<file path="src/rtl/pio128_pkg.sv">
// -----------------------------------------------------------------------------
// pio128_pkg
// Shared definitions for the blocks that feed the 128-bit HPS result FIFO.
//   PIO_DATA_W - beat width of the FIFO / Avalon read PIO.
//   ERR_CNT_W  - width of the saturating error-release counter.
//   arb_state_e - two-state arbiter FSM encoding.
//   sat_inc    - saturating increment for the error counter.
// -----------------------------------------------------------------------------
package pio128_pkg;

    localparam int PIO_DATA_W = 128;
    localparam int ERR_CNT_W  = 16;

    typedef enum logic {
        IDLE   = 1'b0,
        STREAM = 1'b1
    } arb_state_e;

    // Counts up but sticks at all-ones so a long-running system never wraps
    // back to a clean-looking zero.
    function automatic logic [ERR_CNT_W-1:0] sat_inc(input logic [ERR_CNT_W-1:0] v);
        return (v == '1) ? v : v + ERR_CNT_W'(1);
    endfunction

endpackage

</file>
<file path="src/rtl/pio128_fifo_write_arbiter_rr_pick.sv">
// -----------------------------------------------------------------------------
// rr_pick
// Combinational rotating-priority encoder. Scans the valid vector starting at
// the index just after last_grant and wrapping modulo NUM_REQ; the first set
// bit wins, so the previous winner has the lowest priority.
// Ports:
//   valid      in  NUM_REQ          request vector
//   last_grant in  $clog2(NUM_REQ)  index of the previous winner
//   winner     out $clog2(NUM_REQ)  selected index (0 when nothing is valid)
//   any_valid  out 1                at least one request present
// -----------------------------------------------------------------------------
module rr_pick #(
    parameter int NUM_REQ = 4
) (
    input  logic [NUM_REQ-1:0]         valid,
    input  logic [$clog2(NUM_REQ)-1:0] last_grant,
    output logic [$clog2(NUM_REQ)-1:0] winner,
    output logic                       any_valid
);

    localparam int IW = $clog2(NUM_REQ);
    // One spare bit so last_grant + k (k <= NUM_REQ) never overflows before
    // the modulo fold.
    localparam int SW = IW + 1;

    logic [SW-1:0] sum;
    logic [IW-1:0] idx;
    logic          found;

    always_comb begin
        winner = '0;
        found  = 1'b0;
        sum    = '0;
        idx    = '0;
        for (int k = 1; k <= NUM_REQ; k++) begin
            sum = {1'b0, last_grant} + SW'(k);
            if (sum >= SW'(NUM_REQ)) begin
                sum = sum - SW'(NUM_REQ);
            end
            idx = sum[IW-1:0];
            if (!found && valid[idx]) begin
                winner = idx;
                found  = 1'b1;
            end
        end
    end

    assign any_valid = |valid;

endmodule

</file>
<file path="src/rtl/pio128_fifo_write_arbiter.sv">
// -----------------------------------------------------------------------------
// pio128_fifo_write_arbiter
// Round-robin, packet-locked arbiter sharing the single 128-bit HPS result FIFO
// between NUM_REQ producer streams. A grant is held until the holder's last
// beat so multi-word results stay contiguous in the FIFO; a stalled holder is
// evicted after IDLE_TIMEOUT idle cycles and a runaway one after MAX_BURST
// beats, each flagged with a one-cycle error pulse and counted.
// Ports:
//   clk, reset            clock, synchronous active-high reset
//   req_valid/last/data   per-requester beat interface (data flattened,
//                         requester i at [i*DATA_W +: DATA_W])
//   req_ready             per-requester accept, only the holder can see it
//   fifo_full             shared FIFO back-pressure
//   fifo_wr, fifo_din     FIFO write port (combinational from the holder)
//   grant_valid, grant_id current holder (id held while idle)
//   err_timeout/err_burst one-cycle pulses on forced releases
//   err_count             saturating count of forced releases
// -----------------------------------------------------------------------------
module pio128_fifo_write_arbiter
    import pio128_pkg::*;
#(
    parameter int NUM_REQ      = 4,
    parameter int DATA_W       = PIO_DATA_W,
    parameter int MAX_BURST    = 16,
    parameter int IDLE_TIMEOUT = 255
) (
    input  logic                        clk,
    input  logic                        reset,
    input  logic [NUM_REQ-1:0]          req_valid,
    input  logic [NUM_REQ-1:0]          req_last,
    input  logic [NUM_REQ*DATA_W-1:0]   req_data,
    output logic [NUM_REQ-1:0]          req_ready,
    input  logic                        fifo_full,
    output logic                        fifo_wr,
    output logic [DATA_W-1:0]           fifo_din,
    output logic                        grant_valid,
    output logic [$clog2(NUM_REQ)-1:0]  grant_id,
    output logic                        err_timeout,
    output logic                        err_burst,
    output logic [ERR_CNT_W-1:0]        err_count
);

    localparam int IW = $clog2(NUM_REQ);
    localparam int BW = $clog2(MAX_BURST + 1);
    localparam int TW = $clog2(IDLE_TIMEOUT + 1);

    arb_state_e           state_q, state_d;
    logic                 grant_valid_q, grant_valid_d;
    logic [IW-1:0]        grant_id_q, grant_id_d;
    logic [IW-1:0]        last_grant_q, last_grant_d;
    logic [BW-1:0]        beat_cnt_q, beat_cnt_d;
    logic [TW-1:0]        idle_cnt_q, idle_cnt_d;
    logic                 err_timeout_q, err_timeout_d;
    logic                 err_burst_q, err_burst_d;
    logic [ERR_CNT_W-1:0] err_count_q, err_count_d;

    logic [IW-1:0]        rr_winner;
    logic                 rr_any;

    logic                 stream_active;
    logic                 holder_valid;
    logic                 holder_last;
    logic [DATA_W-1:0]    holder_data;
    logic                 accept;
    logic                 release_grant;

    rr_pick #(
        .NUM_REQ (NUM_REQ)
    ) u_rr_pick (
        .valid      (req_valid),
        .last_grant (last_grant_q),
        .winner     (rr_winner),
        .any_valid  (rr_any)
    );

    // Holder-side datapath. Reset gates the handshake in the same cycle so a
    // grant is dropped immediately rather than after the reset edge.
    always_comb begin
        stream_active = (state_q == STREAM) && !reset;
        holder_valid  = req_valid[grant_id_q];
        holder_last   = req_last[grant_id_q];
        holder_data   = '0;
        for (int i = 0; i < NUM_REQ; i++) begin
            if (grant_id_q == IW'(i)) begin
                holder_data = req_data[i*DATA_W +: DATA_W];
            end
        end

        accept    = stream_active && holder_valid && !fifo_full;
        req_ready = '0;
        if (stream_active && !fifo_full) begin
            req_ready[grant_id_q] = 1'b1;
        end
        fifo_wr  = accept;
        // Drive zeros rather than a stale/unknown slice when not writing.
        fifo_din = accept ? holder_data : '0;
    end

    always_comb begin
        state_d       = state_q;
        grant_valid_d = grant_valid_q;
        grant_id_d    = grant_id_q;
        last_grant_d  = last_grant_q;
        beat_cnt_d    = beat_cnt_q;
        idle_cnt_d    = idle_cnt_q;
        err_timeout_d = 1'b0;
        err_burst_d   = 1'b0;
        err_count_d   = err_count_q;
        release_grant = 1'b0;

        case (state_q)
            IDLE: begin
                // Arbitration takes this whole cycle; no beat is accepted.
                if (rr_any) begin
                    state_d       = STREAM;
                    grant_valid_d = 1'b1;
                    grant_id_d    = rr_winner;
                    beat_cnt_d    = '0;
                    idle_cnt_d    = '0;
                end
            end
            STREAM: begin
                if (accept) begin
                    beat_cnt_d = beat_cnt_q + BW'(1);
                    idle_cnt_d = '0;
                    // Last beat wins over the burst cap: a packet of exactly
                    // MAX_BURST beats is a clean release.
                    if (holder_last) begin
                        release_grant = 1'b1;
                    end else if (beat_cnt_d == BW'(MAX_BURST)) begin
                        release_grant = 1'b1;
                        err_burst_d   = 1'b1;
                    end
                end else if (!holder_valid) begin
                    // Valid-but-full is back-pressure, not idleness, so only
                    // a missing beat advances the timeout.
                    idle_cnt_d = idle_cnt_q + TW'(1);
                    if (idle_cnt_d == TW'(IDLE_TIMEOUT)) begin
                        release_grant = 1'b1;
                        err_timeout_d = 1'b1;
                    end
                end

                if (release_grant) begin
                    state_d       = IDLE;
                    grant_valid_d = 1'b0;
                    last_grant_d  = grant_id_q;
                end
                if (err_timeout_d || err_burst_d) begin
                    err_count_d = sat_inc(err_count_q);
                end
            end
            default: begin
                state_d = IDLE;
            end
        endcase
    end

    always_ff @(posedge clk) begin
        if (reset) begin
            state_q       <= IDLE;
            grant_valid_q <= 1'b0;
            grant_id_q    <= '0;
            last_grant_q  <= IW'(NUM_REQ - 1);
            beat_cnt_q    <= '0;
            idle_cnt_q    <= '0;
            err_timeout_q <= 1'b0;
            err_burst_q   <= 1'b0;
            err_count_q   <= '0;
        end else begin
            state_q       <= state_d;
            grant_valid_q <= grant_valid_d;
            grant_id_q    <= grant_id_d;
            last_grant_q  <= last_grant_d;
            beat_cnt_q    <= beat_cnt_d;
            idle_cnt_q    <= idle_cnt_d;
            err_timeout_q <= err_timeout_d;
            err_burst_q   <= err_burst_d;
            err_count_q   <= err_count_d;
        end
    end

    assign grant_valid = grant_valid_q;
    assign grant_id    = grant_id_q;
    assign err_timeout = err_timeout_q;
    assign err_burst   = err_burst_q;
    assign err_count   = err_count_q;

endmodule

</file>
<file path="config.mk">
export PLATFORM = sky130hd
export DESIGN_NAME = pio128_fifo_write_arbiter
export DESIGN_NICKNAME = d
export VERILOG_FILES = /design/src/rtl/pio128_pkg.sv /design/src/rtl/pio128_fifo_write_arbiter_rr_pick.sv /design/src/rtl/pio128_fifo_write_arbiter.sv
export SDC_FILE = /design/constraint.sdc
export NUM_CORES = 1
export LEC_CHECK = 0
export BUFFER_PORTS_ARGS = -buffer_cell sky130_fd_sc_hd__buf_4
export CORE_AREA = 4 4 262 264
export CTS_CLUSTER_DIAMETER = 30
export DETAILED_ROUTE_END_ITERATION = 8
export DIE_AREA = 0 0 266 268
export SYNTH_ARGS = -nofsm -noshare
export SYNTH_HDL_FRONTEND = slang
export SYNTH_SLANG_ARGS = --single-unit
</file>
<file path="constraint.sdc">
create_clock -name clk -period 2.3 [get_ports clk]
set_input_delay 0.345 -clock clk [delete_from_list [all_inputs] [get_ports clk]]
set_output_delay 0.345 -clock clk [all_outputs]
set_load 0.1 [all_outputs]
</file>
==> results of run 1 <==
## stage by stage
stage,power (uW),hold slack [ps],instance area (um^2)
after CTS,4080,497,15000
after detailed placement,3080,491,13200
after global placement,3040,481,13200
final,4080,500,15200
after global routing,4260,518,15200
after floorplan,2010,455,6810
## cell families (layout without fill, tap and decap cells)
logic type      after synthesis  count (layout)  share of synthesized area [%]
buf+inv                      80             781                           5.39
flops                        37              37                           12.2
fa+ha+maj                     5               5                           1.03
compound gates               76              76                           7.32
other cells                   0              15                              0
simple gates                258             258                           24.5
xor+xnor                      3               3                          0.432
mux                         136             136                           49.1
## worst min-delay path: stages
cell                       delay [ps]
sky130_fd_sc_hd__buf_4             80
sky130_fd_sc_hd__buf_4            100
sky130_fd_sc_hd__o211ai_1          80
sky130_fd_sc_hd__a21oi_1          120
## what timing repair did
action	4_1_cts	5_1_grt
pin swaps	7	12
hold buffers	0	0
setup endpoints to repair	158	153
gates cloned	9	1
gates resized for setup	321	36
setup buffers	17	5
## layout make-up
class                      count  area share (%)
inverter                       7           0.197
antenna                       15           0.246
clock inverter                 1          0.0328
timing repair buffer         768            48.9
tap                          873            7.17
sequential                    37            4.99
multi-input combinational    478            37.6
clock buffer                   5           0.821
## power by group through the flow
stage,Combinational [uW],Clock (uW),Sequential (uW)
5_1_grt,2910,688,661
2_1_floorplan,1310,0,699
3_3_place_gp,2370,0,672
3_5_place_dp,2410,0,672
6_report,2770,649,659
4_1_cts,2760,664,660
## worst paths after layout
| path | startpoint | endpoint | slack (ps) | depth (start not counted) |
|---|---|---|---|---|
| hold / removal | req_valid[2] | grant_id[1]$_SDFFE_PP0P_ | 500 | 4 |
| setup reg to reg | grant_id[1]$_SDFFE_PP0P_ | err_count[5]$_SDFFE_PP0P_ | -170 | 6 |
| setup / recovery | grant_id[1]$_SDFFE_PP0P_ | fifo_din[72] | -200 | 4 |
| hold reg to reg | idle_cnt_q[7]$_SDFFE_PP0P_ | idle_cnt_q[7]$_SDFFE_PP0P_ | 500 | 2 |
## Yosys cell counts, types with 10 or more instances
cell / instances
sky130_fd_sc_hd__and3_1: 132
sky130_fd_sc_hd__mux4_2: 130
sky130_fd_sc_hd__clkbuf_1: 50
sky130_fd_sc_hd__dfxtp_1: 37
sky130_fd_sc_hd__nor2_1: 34
sky130_fd_sc_hd__a21oi_1: 32
sky130_fd_sc_hd__o21ai_0: 18
sky130_fd_sc_hd__nand2_1: 17
sky130_fd_sc_hd__buf_1: 15
sky130_fd_sc_hd__nand3_1: 14
sky130_fd_sc_hd__nand4_1: 10
## registers in the layout, summed over array words and instances (netlist names)
register,cells
beat_cnt_q,5
err_burst,1
err_count,16
err_timeout,1
grant_id,2
grant_valid,1
idle_cnt_q,8
last_grant_q,2
state_q,1
## placed cells by master, fill, tap and decap left out, types with 9 or more instances in the layout
cell type | synthesis | layout
sky130_fd_sc_hd__buf_6 | 2 | 30
sky130_fd_sc_hd__a21oi_1 | 32 | 29
sky130_fd_sc_hd__buf_8 | 0 | 12
sky130_fd_sc_hd__mux4_2 | 130 | 129
sky130_fd_sc_hd__buf_16 | 0 | 9
sky130_fd_sc_hd__o21ai_0 | 18 | 16
sky130_fd_sc_hd__dfxtp_1 | 37 | 25
sky130_fd_sc_hd__buf_12 | 0 | 101
sky130_fd_sc_hd__buf_4 | 2 | 614
sky130_fd_sc_hd__nor2_1 | 34 | 33
sky130_fd_sc_hd__and3_4 | 0 | 103
sky130_fd_sc_hd__and3_2 | 0 | 26
sky130_fd_sc_hd__nand4_1 | 10 | 10
sky130_fd_sc_hd__dfxtp_2 | 0 | 10
sky130_fd_sc_hd__nand2_1 | 17 | 16
sky130_fd_sc_hd__nand3_1 | 14 | 14
sky130_fd_sc_hd__diode_2 | 0 | 15
## layer usage
layer / vias up / GRT usage (%) / wire length [um]
met5: - / 0 / 24
met1: 4435 / 14.5 / 18400
met3: 58 / 4.78 / 4950
met4: 4 / 5.48 / 1170
li1: 3877 / - / -
met2: 446 / 19.4 / 23800
==> impl_metrics.py, run 1 <==
metrics = {
    "finish": {
        "multi_input_area_um2": 5730,
        "area.sequential_um2": 761,
        "area_growth_pct": 150,
        "layout_net_count": 1825,
        "layout_cells_sized_above_1_pct": 83.0,
        "n_fill_cell": 7155,
        "final_util_pct": 22.9,
        "stdcell_count": 2184,
    },
    "grt": {
        "vias_in_the_first_global_route": 9200,
        "number_of_antenna_violations_at_the_first_check_in_global_routing": 22,
        "grt_first_pass_wirelength_mm": 64.7,
        "grt_max_degree": 77,
        "grt-ovfl-total": 0,
        "grt_use_total_pct": 12.2,
    },
    "floorplanning": {
        "top_level_ports": 677,
        "fp.dieW_um": 266,
        "std_cell_rows": 95,
        "initial_utilization_pct": 9.14,
        "core-area_um2": 66600,
        "fp.dieArea_um2": 71300,
        "fp.dieH_um": 268,
    },
    "setup_path": {
        "critical_path_required_ps": 1960,
        "crit_path_max_incr_delay_ps": 700,
        "startpoint_type": "register",
        "cp.arrival_ps": 2150,
        "worst_setup_path_end_kind": "primary output",
        "path_buf_inv": 2,
        "crit_family": "multiplexers",
        "crit_fanout": 76,
        "critical_path_slowest_stage_cell": "sky130_fd_sc_hd__mux4_4",
        "critical_path.cell_chain": "mux4_4, buf_12, and3_2, buf_4",
        "criticalPathCategory": "register to primary output",
    },
    "synth": {
        "ys_ff_latch": 37,
        "synth_top_cell_area_share_pct": 48.1,
        "synth_nets": 1123,
        "count_of_flip_flops_with_a_built_in_enable_after_synthesis": 0,
        "yosys.area.top_type": "sky130_fd_sc_hd__mux4_2",
        "ys.flop_type": "sky130_fd_sc_hd__dfxtp_1",
        "synth.avg_cell_area_um2": 10.2,
        "synth-seq-area-share_pct": 12.2,
        "warnings_from_yosys": 0,
        "synth_area_um2": 6090,
        "synth.distinct_cells": 46,
        "postSynthCellCount": 595,
        "synthTopCellsByArea": "sky130_fd_sc_hd__mux4_2 (48%), sky130_fd_sc_hd__and3_1 (14%), sky130_fd_sc_hd__dfxtp_1 (12%)",
        "ys_async_sr_fraction_pct": 0,
    },
    "placed_design": {
        "pre_cts_ws_ps": -298,
        "dpl.hpwl_mm": 39.9,
        "placed_cells": 2134,
        "gpl.final_weighted_congestion": 0.927,
        "port_buffers": 676,
    },
    "clock_network": {
        "clk_root_buffer_cell": "sky130_fd_sc_hd__clkbuf_16",
        "cts_tree": "built",
        "clk_pin_slew_ps": 50,
        "insertion_delay_ps": 280,
        "clock_buffer_count_from_cts": 5,
        "clockBufferDepth": 2,
        "tritoncts_num_sinks": 37,
        "cts_htree_levels": 2,
    },
    "drt": {
        "average_wire_per_standard_cell_um": 22.1,
        "vias": 8820,
        "routed_via_density": 4.04,
        "route.detailed.drc": 0,
        "detail_route.wirelength_mm": 48.3,
        "first_iter_violations": 443,
        "detailedRoute.firstPassIterationCount": 5,
        "drtAntennaViolNets": 0,
    },
    "sta": {
        "worstMarginPinSlew_ps": 593,
        "finalSetupTns_ps": -16840,
        "final_hold_viol_count": 0,
        "rsz_0062_raised_after_global_routing": "yes",
        "layout_worst_path_cycle_share_pct": 109,
        "slew_headroom_pct": 60.1,
        "post-route-min-period_ps": 2500,
        "final.setup_skew_ps": 6.57,
        "finalSetupViolCount": 141,
        "achievable-frequency_mhz": 400,
        "worst_slack_ps": -198,
        "slew_viol_final": 0,
    },
    "min_path": {
        "worst_min_path_class": "input pin to register",
    },
    "power": {
        "max-vdd-ir-drop_uv": 267,
        "internal_power_uw": 2570,
        "comb_power_share_pct": 68.0,
        "power_frac_clock_pct": 15.9,
        "p_sw_share_pct": 37.1,
        "p_leak_uw": 0.00631,
        "switching_power_uw": 1520,
        "sequentialPowerShare_pct": 16.2,
        "cellPowerDensity_nw_per_um2": 268,
    },
    "status": {
        "violated_checks": "setup timing",
        "run_status": "finished with violations",
    },
    "flow_run": {
        "max-cap-violations": 0,
    },
}
Power figures use the tool's default switching activity.
==> run 2, diff against run 1 <==
Settings changed: CORE_AREA 4 4 262 264 to 4 4 261 263, DIE_AREA 0 0 266 268 to 0 0 265 267, SYNTH_HIERARCHICAL from default to 1.
==> run 2 against run 1 <==
  * Maximum frequency decreased by 3.5%
  * Utilization shrank 1.1 points
  * Global-route usage increased by 5.7 points
  * Final area fell by 6.3%
  * Highest routed layer unchanged
  * Power decreased by 0.62%
  * The run still ends with setup timing left
==> impl_metrics.py, run 2 <==
metrics = {
    "finish": {
        "finish.instance_area_um2": 14300,
        "layout_cells_sized_above_1_pct": 81.5,
        "layout_net_count": 1790,
        "final_cell_mix": "sky130_fd_sc_hd__buf_4 (608), sky130_fd_sc_hd__mux4_2 (129), sky130_fd_sc_hd__and3_2 (86), sky130_fd_sc_hd__buf_12 (56), sky130_fd_sc_hd__and3_4 (43)",
        "area_growth_pct": 136,
        "n_fill_cell": 7171,
        "largest_reg_flops": 16,
        "layout.cells.most_common": "sky130_fd_sc_hd__buf_4",
    },
    "clock_network": {
        "clock_buffer_count_from_cts": 5,
        "cts_tree": "built",
        "insertion_delay_ps": 290,
        "cts_htree_levels": 2,
        "cts_hold_buf": 0,
        "clk_pin_slew_ps": 60,
        "clockBufferDepth": 2,
        "tritoncts_num_sinks": 37,
        "clk_root_buffer_cell": "sky130_fd_sc_hd__clkbuf_16",
    },
    "setup_path": {
        "cp_num_cells": 4,
        "cp.arrival_ps": 2240,
        "path_buf_inv": 2,
        "criticalPathCategory": "register to primary output",
        "critical_path_slowest_stage_cell": "sky130_fd_sc_hd__mux4_4",
        "critical_path.cell_chain": "mux4_4, buf_8, and3_2, buf_4",
        "worst_setup_path_end_kind": "primary output",
        "regToRegStartpoint": "grant_id[0]$_SDFFE_PP0P_",
        "r2r_setup_slack_ps": -140,
        "crit_fanout": 69,
        "startpoint_type": "register",
        "timing.rr.end": "err_count[8]$_SDFFE_PP0P_",
        "r2r.worst_path.cells": 6,
        "worstSetupStartpoint": "grant_id[0]$_SDFFE_PP0P_",
        "setup.worst_path.end": "fifo_din[72]",
        "crit_path_max_incr_delay_ps": 700,
        "critical_path_required_ps": 1960,
        "crit_family": "multiplexers",
    },
    "status": {
        "run_status": "finished with violations",
        "violated_checks": "setup timing",
    },
    "placed_design": {
        "dpl.hpwl_mm": 58.8,
        "placedInstanceArea_um2": 12700,
        "port_buffers": 676,
        "pre_cts_ws_ps": -219,
        "gpl.final_weighted_congestion": 1.00,
    },
    "power": {
        "max-vdd-ir-drop_uv": 239,
        "cellPowerDensity_nw_per_um2": 284,
        "p_leak_uw": 0.00619,
        "total_power_uw": 4060,
    },
    "sta": {
        "finalSetupViolCount": 139,
        "worst_slack_ps": -289,
        "achievable-frequency_mhz": 386,
        "rsz_0062_raised_after_global_routing": "yes",
        "finalSetupTns_ps": -24910,
        "final_hold_viol_count": 0,
        "post-route-min-period_ps": 2590,
        "layout_worst_path_cycle_share_pct": 113,
        "final.setup_skew_ps": 12.4,
        "slew_headroom_pct": 62.1,
        "worstMarginPinSlew_ps": 569,
        "slew_viol_final": 0,
    },
    "floorplanning": {
        "top_level_ports": 677,
        "std_cell_rows": 94,
        "fp.dieH_um": 267,
        "fp.dieArea_um2": 70800,
        "fp.dieW_um": 265,
        "initial_utilization_pct": 9.23,
        "core-area_um2": 65600,
    },
    "drt": {
        "first_iter_violations": 625,
        "drtAntennaViolNets": 0,
        "vias": 9011,
        "average_wire_per_standard_cell_um": 31.3,
        "routed_via_density": 4.22,
        "route.detailed.drc": 0,
        "detailedRoute.firstPassIterationCount": 5,
        "detail_route.wirelength_mm": 66.9,
    },
    "synth": {
        "synth_top_cell_area_share_pct": 48.3,
        "count_of_flip_flops_with_a_built_in_enable_after_synthesis": 0,
        "ys_async_sr_fraction_pct": 0,
        "warnings_from_yosys": 6,
        "synth_area_um2": 6060,
        "yosysMostFrequentCell": "sky130_fd_sc_hd__and3_1",
        "yosys.area.top_type": "sky130_fd_sc_hd__mux4_2",
        "synth.avg_cell_area_um2": 10.4,
        "synth_nets": 1113,
        "synth-seq-area-share_pct": 12.2,
        "synth.distinct_cells": 50,
        "ys.flop_type": "sky130_fd_sc_hd__dfxtp_1",
        "netlist_top_cells_count": "sky130_fd_sc_hd__and3_1 (131), sky130_fd_sc_hd__mux4_2 (130), sky130_fd_sc_hd__clkbuf_1 (57)",
        "postSynthCellCount": 585,
        "synthTopCellsByArea": "sky130_fd_sc_hd__mux4_2 (48%), sky130_fd_sc_hd__and3_1 (14%), sky130_fd_sc_hd__dfxtp_1 (12%)",
        "ys_ff_latch": 37,
    },
    "min_path": {
        "whs_path_depth": 2,
        "worst_min_path_class": "register to register",
    },
    "grt": {
        "grt-ovfl-total": 0,
        "grt_use_total_pct": 17.8,
        "grt_first_pass_wirelength_mm": 86.3,
        "vias_in_the_first_global_route": 9489,
        "number_of_antenna_violations_at_the_first_check_in_global_routing": 86,
        "grt_max_degree": 72,
    },
    "flow_run": {
        "max-cap-violations": 0,
    },
}
-- run 2: cell types whose count changed after synthesis, moves of 4 or more --
cell                       previous run  this run
sky130_fd_sc_hd__or4_1                9         3
sky130_fd_sc_hd__o41ai_1              2         7
sky130_fd_sc_hd__buf_1               15         1
sky130_fd_sc_hd__o31ai_1              9         0
sky130_fd_sc_hd__clkbuf_1            50        57
sky130_fd_sc_hd__buf_2                4         8
sky130_fd_sc_hd__nand2_1             17        22
-- run 2: per-stage QoR --
stage	instances	hold WS [ps]	utilization (%)
6_report	2137	489	21.7
3_3_place_gp	2103	474	19.3
4_1_cts	2127	485	21.5
3_5_place_dp	2103	474	19.3
5_1_grt	2133	506	21.7
2_1_floorplan	585	464	-
-- run 2: timing repair --
item,4_1_cts,5_1_grt
resized for setup,258,31
setup buffers,10,0
gates cloned,6,1
endpoints found under the setup margin,155,159
pin swaps,3,1
-- run 2: how the worst min path moves through the flow --
stage | startpoint | endpoint
after floorplan | idle_cnt_q[7]$_SDFFE_PP0P_ | idle_cnt_q[7]$_SDFFE_PP0P_
after global placement | idle_cnt_q[7]$_SDFFE_PP0P_ | idle_cnt_q[7]$_SDFFE_PP0P_
after detailed placement | grant_valid$_SDFFE_PP0P_ | grant_valid$_SDFFE_PP0P_
after CTS | grant_valid$_SDFFE_PP0P_ | grant_valid$_SDFFE_PP0P_
after global routing | grant_valid$_SDFFE_PP0P_ | grant_valid$_SDFFE_PP0P_
final | grant_valid$_SDFFE_PP0P_ | grant_valid$_SDFFE_PP0P_
-- run 2: logic make-up after synthesis --
| family | synth area share (%) |
|---|---|
| xor gates and xnor gates | 0.434 |
| adders and majority gates | 1.03 |
| buffers and inverters | 5.25 |
| and+or+nand+nor | 24.4 |
| DFF | 12.2 |
| muxes | 48.8 |
| AOI/OAI and AO/OA | 7.81 |
-- run 2: cell type report --
class	count	area (um^2)	share of cell area, %
clock inverters	2	38.8	0.272
flip-flops and latches	37	748	5.24
well taps	864	1080	7.57
clock buffers	6	150	1.05
multi-input cells	473	5470	38.3
inverters	10	41.3	0.289
diodes	10	25.0	0.175
repair buffers	735	6720	47.1
-- run 2: where the power goes --
part / total, uW / switching, uW / internal (uW)
sequential: 658 / 8.96 / 649
clock: 871 / 289 / 582
combinational: 2530 / 1170 / 1360
-- run 2: tightest hold or removal path, cell delays in order (launching register included) --
cell                       delay [ps]
sky130_fd_sc_hd__dfxtp_1          310
sky130_fd_sc_hd__nand2b_1          70
sky130_fd_sc_hd__o22ai_1           60
-- run 2: per-layer routing --
| layer | up-vias | GRT usage [%] | wire (um) |
|---|---|---|---|
| met5 | - | 0 | 354 |
| met1 | 4446 | 23.8 | 28600 |
| met4 | 52 | 2.84 | 1360 |
| met3 | 104 | 10.1 | 9260 |
| met2 | 630 | 25.5 | 27300 |
| li1 | 3779 | - | - |
==> run 3, diff against run 2 <==
Settings changed: MAX_ROUTING_LAYER from default to met4.
==> run 3 against run 2 <==
  * Via count rose by 2.6%
  * Critical path type unchanged
  * Flip-flop and latch count did not move
  * Clock skew fell by 3.6 ps
  * The run still ends with setup timing left
  * Largest power group unchanged
  * Critical path depth rose by 1
  * Clock power rose by 0.8%
  * Maximum frequency fell by 0.40%
  * Highest routed layer is now met4
  * Power rose by 3.5%
==> impl_metrics.py, run 3 (same netlist as run 2, synthesis figures left out) <==
metrics = {
    "setup_path": {
        "critical_path_required_ps": 1960,
        "startpoint_type": "register",
        "r2r.worst_path.cells": 7,
        "r2r_setup_slack_ps": -220,
        "regToRegStartpoint": "grant_id[0]$_SDFFE_PP0P_",
        "critical-path-top-cell-by-count": "sky130_fd_sc_hd__buf_12",
        "worst_setup_path_end_kind": "primary output",
        "criticalPathCategory": "register to primary output",
        "critical_path.cell_chain": "mux4_4, buf_12, buf_12, and3_4, buf_12",
        "crit_path_max_incr_delay_ps": 680,
        "worstSetupStartpoint": "grant_id[0]$_SDFFE_PP0P_",
        "crit_family": "multiplexers",
        "critical_path_slowest_stage_cell": "sky130_fd_sc_hd__mux4_4",
        "crit_fanout": 51,
        "cp.arrival_ps": 2250,
        "timing.rr.end": "err_count[8]$_SDFFE_PP0P_",
        "path_buf_inv": 3,
    },
    "sta": {
        "finalSetupViolCount": 146,
        "worst_slack_ps": -299,
        "slew_headroom_pct": 61.4,
        "final.setup_skew_ps": 8.80,
        "achievable-frequency_mhz": 385,
        "slew_viol_final": 0,
        "layout_worst_path_cycle_share_pct": 113,
        "post-route-min-period_ps": 2600,
        "worstMarginPinSlew_ps": 579,
        "rsz_0062_raised_after_global_routing": "yes",
        "final_hold_viol_count": 0,
    },
    "finish": {
        "layout.cells.most_common": "sky130_fd_sc_hd__buf_4",
        "final_util_pct": 23.0,
        "final_cell_mix": "sky130_fd_sc_hd__buf_4 (599), sky130_fd_sc_hd__mux4_2 (129), sky130_fd_sc_hd__and3_4 (83), sky130_fd_sc_hd__buf_8 (74), sky130_fd_sc_hd__buf_12 (61)",
        "layout_net_count": 1816,
        "finish.instance_area_um2": 15100,
        "largest_reg_flops": 16,
        "layout_cells_sized_above_1_pct": 82.2,
        "area_growth_pct": 149,
    },
    "drt": {
        "routed_via_density": 4.22,
        "first_iter_violations": 673,
        "detailedRoute.firstPassIterationCount": 5,
        "drtAntennaViolNets": 0,
        "route.detailed.drc": 0,
        "vias": 9245,
        "detail_route.wirelength_mm": 69.1,
        "average_wire_per_standard_cell_um": 31.6,
    },
    "power": {
        "cellPowerDensity_nw_per_um2": 279,
        "p_leak_uw": 0.00636,
        "max-vdd-ir-drop_uv": 256,
    },
    "floorplanning": {
        "fp.dieH_um": 267,
        "core-area_um2": 65600,
        "initial_utilization_pct": 9.23,
        "std_cell_rows": 94,
        "fp.dieW_um": 265,
        "fp.dieArea_um2": 70800,
        "top_level_ports": 677,
    },
    "grt": {
        "grt_use_total_pct": 18.2,
        "grt_first_pass_wirelength_mm": 85.4,
        "number_of_antenna_violations_at_the_first_check_in_global_routing": 73,
        "vias_in_the_first_global_route": 9377,
        "grt_max_degree": 65,
        "grt-ovfl-total": 0,
    },
    "clock_network": {
        "clk_root_buffer_cell": "sky130_fd_sc_hd__clkbuf_16",
        "cts_htree_levels": 2,
        "insertion_delay_ps": 280,
        "cts_hold_buf": 0,
        "cts_tree": "built",
        "tritoncts_num_sinks": 37,
        "clk_pin_slew_ps": 60,
        "clock_buffer_count_from_cts": 5,
        "clockBufferDepth": 2,
    },
    "min_path": {
        "whs_path_depth": 2,
        "worst_min_path_class": "register to register",
        "holdCritStartpoint": "grant_valid$_SDFFE_PP0P_",
        "min_to": "grant_valid$_SDFFE_PP0P_",
    },
    "placed_design": {
        "placedInstanceArea_um2": 12900,
        "gpl.final_weighted_congestion": 0.960,
        "port_buffers": 676,
        "dpl.hpwl_mm": 59.9,
    },
    "flow_run": {
        "max-cap-violations": 0,
    },
    "status": {
        "violated_checks": "setup timing",
        "run_status": "finished with violations",
    },
}
-- run 3: changes by cell type in the layout (fill, tap and decap cells not counted), sizes merged --
cell | previous run | this run
buf | 733 | 756
diode | 10 | 37
clkbuf | 7 | 10
-- run 3: area by class of cell --
cell class | count | area (um^2)
fillers | 7046 | 50500
repair buffers | 761 | 7240
multi-input cells | 473 | 5690
well taps | 864 | 1080
flip-flops and latches | 37 | 748
clock buffers | 6 | 150
diodes | 37 | 92.6
inverters | 10 | 41.3
clock inverters | 2 | 38.8
-- run 3: worst max path at each step --
stage,end,slack (ps),cells past startpoint
6_report,fifo_din[75],-300,5
3_5_place_dp,err_count[2]$_SDFFE_PP0P_,-150,7
2_1_floorplan,err_count[0]$_SDFFE_PP0P_,-520,9
4_1_cts,fifo_din[123],-250,5
3_3_place_gp,err_count[8]$_SDFFE_PP0P_,-160,7
5_1_grt,fifo_din[123],-270,5
-- run 3: stage by stage --
stage | setup WS [ps] | TNS, ps | hold slack, ps | total power (uW) | cells
floorplan | -522 | -45390 | 464 | 1830 | 585
global placement | -160 | -10690 | 471 | 3020 | 2121
detailed placement | -148 | -12210 | 487 | 3040 | 2121
CTS | -252 | -28830 | 498 | 4030 | 2135
global route | -273 | -31820 | 526 | 4360 | 2188
finish | -299 | -29620 | 501 | 4200 | 2190
-- run 3: tightest hold or removal path, stage by stage, from the launching register on --
cell and delay, ps:
sky130_fd_sc_hd__dfxtp_1 320, sky130_fd_sc_hd__nand2b_1 70, sky130_fd_sc_hd__o22ai_1 60
-- run 3: what timing repair did --
action                     4_1_cts  5_1_grt
setup endpoints to repair      150      152
cloned                           2        8
gates resized for setup        193      196
setup buffers                    4       10
pin swaps                        0        9
-- run 3: metal layers --
metal	GRT usage, %	vias to the layer above	wire length, um	part of all wire (%)
met5	-	-	0	0
met3	10.8	43	7330	11
met2	26.1	601	29300	42
li1	-	3895	-	-
met4	1.19	0	815	1.2
met1	23.2	4706	31700	46
-- run 3: report_power, final --
group	internal [uW]	switching, uW
registers	649	10.2
clock network	582	296
logic	1420	1240
